### src/rtl/alu_pkg.sv
// Shared definitions for the ALU sharing logic: result-mux select codes and
// the arbiter FSM state encoding.
package alu_pkg;

  localparam logic [2:0] OP_ADD = 3'd0;
  localparam logic [2:0] OP_SUB = 3'd1;
  localparam logic [2:0] OP_AND = 3'd2;
  localparam logic [2:0] OP_OR  = 3'd3;
  localparam logic [2:0] OP_XOR = 3'd4;
  localparam logic [2:0] OP_NOR = 3'd5;
  localparam logic [2:0] OP_SLT = 3'd6;
  localparam logic [2:0] OP_SLL = 3'd7;

  typedef enum logic [1:0] {
    IDLE = 2'd0,
    EXEC = 2'd1,
    RESP = 2'd2
  } state_t;

endpackage

### src/rtl/alu_share_arbiter_rr_arb2.sv
// Two-way round-robin arbiter, purely combinational. The requester that was
// not granted last wins a tie; a lone requester always wins.
module rr_arb2 (
  input  logic [1:0] req,
  input  logic       last_grant,
  input  logic       enable,
  output logic [1:0] gnt
);

  always_comb begin
    gnt = 2'b00;
    if (enable) begin
      case (req)
        2'b01:   gnt = 2'b01;
        2'b10:   gnt = 2'b10;
        2'b11:   gnt = last_grant ? 2'b01 : 2'b10;
        default: gnt = 2'b00;
      endcase
    end
  end

endmodule

### src/rtl/alu_share_arbiter.sv
// Shares one ALU datapath between two requesters: round-robin grant, operands
// held for EXEC_CYCLES, result captured and returned over a valid/ready channel.
//
//   state | meaning
//   IDLE  | arbitrating; ready asserted to the granted requester
//   EXEC  | operands/select held while the ALU settles; cnt counts down
//   RESP  | captured result presented until rsp_ready
module alu_share_arbiter
  import alu_pkg::*;
#(
  parameter int WIDTH       = 32,
  parameter int EXEC_CYCLES = 2
) (
  input  logic             clk,
  input  logic             rst_n,
  input  logic             req0_valid,
  output logic             req0_ready,
  input  logic [2:0]       req0_op,
  input  logic [WIDTH-1:0] req0_a,
  input  logic [WIDTH-1:0] req0_b,
  input  logic             req1_valid,
  output logic             req1_ready,
  input  logic [2:0]       req1_op,
  input  logic [WIDTH-1:0] req1_a,
  input  logic [WIDTH-1:0] req1_b,
  output logic [WIDTH-1:0] alu_a,
  output logic [WIDTH-1:0] alu_b,
  output logic [2:0]       alu_sel,
  input  logic [WIDTH-1:0] alu_result,
  output logic             rsp_valid,
  input  logic             rsp_ready,
  output logic             rsp_id,
  output logic [WIDTH-1:0] rsp_data,
  output logic             busy
);

  localparam int CNT_W = 4;

  state_t             state, state_nxt;
  logic               last_grant;
  logic [CNT_W-1:0]   cnt;
  logic [1:0]         gnt;
  logic               idle;
  logic               accept;

  assign idle   = (state == IDLE);
  assign accept = |gnt;

  rr_arb2 u_arb (
    .req        ({req1_valid, req0_valid}),
    .last_grant (last_grant),
    .enable     (idle),
    .gnt        (gnt)
  );

  always_ff @(posedge clk or negedge rst_n) begin
    if (!rst_n) state <= IDLE;
    else        state <= state_nxt;
  end

  always_comb begin
    state_nxt = state;
    case (state)
      IDLE:    if (accept)        state_nxt = EXEC;
      EXEC:    if (cnt == '0)     state_nxt = RESP;
      RESP:    if (rsp_ready)     state_nxt = IDLE;
      default:                    state_nxt = IDLE;
    endcase
  end

  always_comb begin
    req0_ready = idle && gnt[0];
    req1_ready = idle && gnt[1];
    busy       = (state == EXEC) || (state == RESP);
  end

  // Operand registers are only loaded on acceptance, so they keep their last
  // values through IDLE.
  always_ff @(posedge clk or negedge rst_n) begin
    if (!rst_n) begin
      alu_a      <= '0;
      alu_b      <= '0;
      alu_sel    <= '0;
      rsp_data   <= '0;
      rsp_id     <= 1'b0;
      rsp_valid  <= 1'b0;
      cnt        <= '0;
      last_grant <= 1'b1;
    end else begin
      case (state)
        IDLE: begin
          if (accept) begin
            alu_sel <= gnt[1] ? req1_op : req0_op;
            alu_a   <= gnt[1] ? req1_a  : req0_a;
            alu_b   <= gnt[1] ? req1_b  : req0_b;
            rsp_id  <= gnt[1];
            cnt     <= CNT_W'(EXEC_CYCLES - 1);
          end
        end
        EXEC: begin
          if (cnt != '0) begin
            cnt <= cnt - 1'b1;
          end else begin
            rsp_data  <= alu_result;
            rsp_valid <= 1'b1;
          end
        end
        RESP: begin
          if (rsp_ready) begin
            rsp_valid  <= 1'b0;
            last_grant <= rsp_id;
          end
        end
        default: ;
      endcase
    end
  end

endmodule

### config.mk
export PLATFORM = sky130hd
export DESIGN_NAME = alu_share_arbiter
export DESIGN_NICKNAME = d
export VERILOG_FILES = /design/src/rtl/alu_pkg.sv /design/src/rtl/alu_share_arbiter_rr_arb2.sv /design/src/rtl/alu_share_arbiter.sv
export SDC_FILE = /design/constraint.sdc
export NUM_CORES = 1
export LEC_CHECK = 0
export CORE_ASPECT_RATIO = 0.9
export CORE_UTILIZATION = 41
export CTS_BUF_LIST = sky130_fd_sc_hd__clkbuf_8
export CTS_CLUSTER_DIAMETER = 60
export DETAILED_ROUTE_END_ITERATION = 8
export GPL_TIMING_DRIVEN = 0
export HOLD_SLACK_MARGIN = 0.1
export PLACE_DENSITY = 0.83
export SLEW_MARGIN = 20
export SYNTH_ARGS = -nofsm -noshare
export SYNTH_HDL_FRONTEND = slang
export SYNTH_SLANG_ARGS = --single-unit
### constraint.sdc
create_clock -name clk -period 2.5 [get_ports clk]
set_input_delay 0.25 -clock clk [delete_from_list [all_inputs] [get_ports clk]]
set_output_delay 0.25 -clock clk [all_outputs]
set_load 0.05 [all_outputs]
==> out/summary.txt <==
Clk_skew: 0.00698 ns
Mapped Cells: 511
Horiz. Die Dim: 122 um
XOR/XNOR Fraction of Synth Area: 0%
TritonCTS buffer count: 9
CP Launch Type: flop
Post-synthesis simple-gate area fraction: 18.3%
Category of the most critical setup path: reg -> out
MaxCap Viol Count: 0
Worst Setup End Kind: output port
Total gr overflow: 0
CORE AREA: 0.0126 mm^2
TNS Setup: 0 ns
Leading post-synthesis cells by cell area: dfrtp_1, or3b_1, a31oi_1, mux2_2, o21ai_0
Asr flop ratio synth: 100%
Number of synthesized flops with an enable pin: 0
Reg2reg end: alu_a[17]$_DFFE_PN0P_
Worst IR Drop VDD: 0.960 mV
Worst Path Arrival: 2.08 ns
DR WL/cell: 17.2 um
Die H: 110 um
Leakage power: 0.00330 uW
Largest area contributor in the netlist: dfrtp_1
1st-pass router iterations: 5
Most frequent cells after synthesis: dfrtp_1, nor2_1, a31oi_1, or3b_1, o21ai_0
Post-route setup slack: 0.167 ns
Via density: 5.31
Worst R2R Start: state[0]$_DFFE_PN0P_
CP Launch Point: state[0]$_DFFE_PN0P_
Pre-CTS WS: -0.179 ns
Diode count: 0
Worst-margin pin slew: 0.717 ns
Critical Path RT: 2.25 ns
Final WL: 16.6 mm
R2r worst-path depth: 8
Cell Rows: 39
Root Buffer: clkbuf_8
Clock Tree Buf Depth: 2
Cell area after synthesis: 0.00530 mm^2
Post-synth top area share: 50.6%
Io pins: 275
Headroom to the max-slew limit: 52.1%
Synth Area per Inst: 10.4 um^2
Synth Register Bits: 108
First-pass GRT wire length: 25.5 mm
Tot Pwr: 12,000 uW
Nets: 974
Final hold vios: 0
Max-slew violations: 0
Tmin final: 2.33 ns
Main combinational cell family by area after synthesis: simple AND/OR/NAND/NOR gates
Share of layout cells above drive strength 1: 9.60%
Post-synthesis compound-gate area fraction: 16.6%
Clock latency on the worst-skew pair: 0.38 ns
Syn-to-layout area delta: 59.8%
Pin count of the biggest net entering global routing: 64
Critical path endpoint: req0_ready
Final GP Congestion: 0.824
Yosys cell types: 38
Total GRT Usage: 24.8%
Status: complete, no violations
Synth warn: 0
DR DRC count: 0
Vias in the first global route: 5,086
Ys flop type: dfrtp_1
Die ar.: 0.0134 mm^2
Post-CTS setup buffer count: 0
Routed Antenna Nets: 0
Sequential area share after synthesis: 51.1%
Vias: 5,132
CTS tree: done
P per Cell Area: 1420 mW/mm^2
Mux contribution to synthesized area: 7.42%
Initial antenna violation count: 0
H-tree levels: 3
Final HPWL DP: 12.8 mm
Final setup violation count: 0
Port bufs: 274
DRT iter0 DRCs: 290
Fmax: 429 MHz
Most numerous cell in the Yosys netlist: dfrtp_1
Clock slew seen by the registers of the worst setup and hold paths: 0.10 ns
Mapped Nets: 687
Starting Density: 41.9%
Hold/Removal Path Class: in -> async
Crit share post-route: 93.3%
CTS Sinks: 108
Adder-Cell Fraction of Synth Area: 1.18%
R2R Setup Slk: 0.50 ns
Critical Path Fanout Max: 8
RSZ-0062 raised after global routing: false
-- repair_timing --
| action | 4_1_cts | 5_1_grt |
|---|---|---|
| hold buffers | 1 | 0 |
| endpoints found under the setup margin | 2 | 1 |
| hold endpoints to repair | 45 | 0 |
| pin swaps | 0 | 0 |
| resized for setup | 7 | 2 |
-- final cells by class --
cell class / instances / area [um^2]
Multi-Input combinational cell: 345 / 2300
Clock inverter: 4 / 31.3
Sequential cell: 108 / 2700
Clock buffer: 11 / 151
Buffer: 50 / 262
Tap cell: 164 / 205
Fill cell: 974 / 4180
Timing Repair Buffer: 276 / 2780
Inverter: 8 / 30.0
-- worst min path at each step --
| stage | startpoint | end | cells after the start |
|---|---|---|---|
| floorplan | rst_n | alu_a[0]$_DFFE_PN0P_ | 0 |
| global route | rst_n | rsp_data[13]$_DFFE_PN0P_ | 2 |
| detailed placement | rst_n | rsp_data[13]$_DFFE_PN0P_ | 1 |
| global placement | last_grant$_DFFE_PN1P_ | last_grant$_DFFE_PN1P_ | 2 |
| finish | rst_n | rsp_data[14]$_DFFE_PN0P_ | 2 |
| CTS | rst_n | rsp_data[13]$_DFFE_PN0P_ | 2 |
-- logic make-up after synthesis --
logic type / after synthesis
buffers and inverters: 58
adders and majority gates: 5
and+or+nand+nor: 155
DFF: 108
muxes: 35
AOI/OAI and AO/OA: 150
-- per-layer routing --
metal | GRT usage, % | routed length (um)
met5 | 0 | 0
met4 | 7.76 | 359
met3 | 6.38 | 1120
met2 | 42.4 | 8390
met1 | 30.6 | 6760
-- cells in the final DEF, fill, tap and decap left out, drive strengths merged, types with 2 or more instances in the layout --
cell type      Yosys  final
inv                8     11
o22ai              3      3
nor3               2      2
or3b              68     68
a21oi              2      2
a31oi             67     67
clkbuf            30     41
nor2              71     71
mux2              34     34
clkdlybuf4s50      0    271
ha                 5      5
nand2              5      5
nand3b             3      3
buf               20     23
dfrtp            107    107
o21ai             68     68
-- report_power, final --
part / leakage (uW) / switching [uW] / internal (uW) / total, uW
Sequential: 0.00123 / 534 / 2640 / 3180
Combinational: 0.00198 / 5050 / 2790 / 7840
Clock: 0.0000966 / 606 / 421 / 1030
Total: 0.00330 / 6190 / 5850 / 12000
-- state kept, by name (all words and copies together), names as in the netlist --
name,count
alu_b,32
rsp_data,32
alu_sel,3
last_grant,1
rsp_id,1
alu_a,32
cnt,4
rsp_valid,1
state,2
-- per-stage QoR --
step / area [um^2] / utilization [%] / std cells / hold WS (ns)
final: 8460 / 67.0 / 966 / 0.343
after global routing: 8460 / 67.0 / 966 / 0.377
after CTS: 8460 / 66.9 / 966 / 0.356
after detailed placement: 8270 / 65.4 / 950 / 0.217
after global placement: 8240 / 65.2 / 949 / 0.480
after floorplan: 5300 / - / 511 / -0.0456
-- worst max-delay path, stage by stage, from the launching register on --
cell and delay [ns]:
dfrtp_1 0.41, inv_1 0.11, ha_1 0.15, buf_4 0.16, nand2_1 0.07, a21oi_1 0.23, dlygate4sd2_1 0.57
No activity file was read; power rests on OpenSTA's default activity.
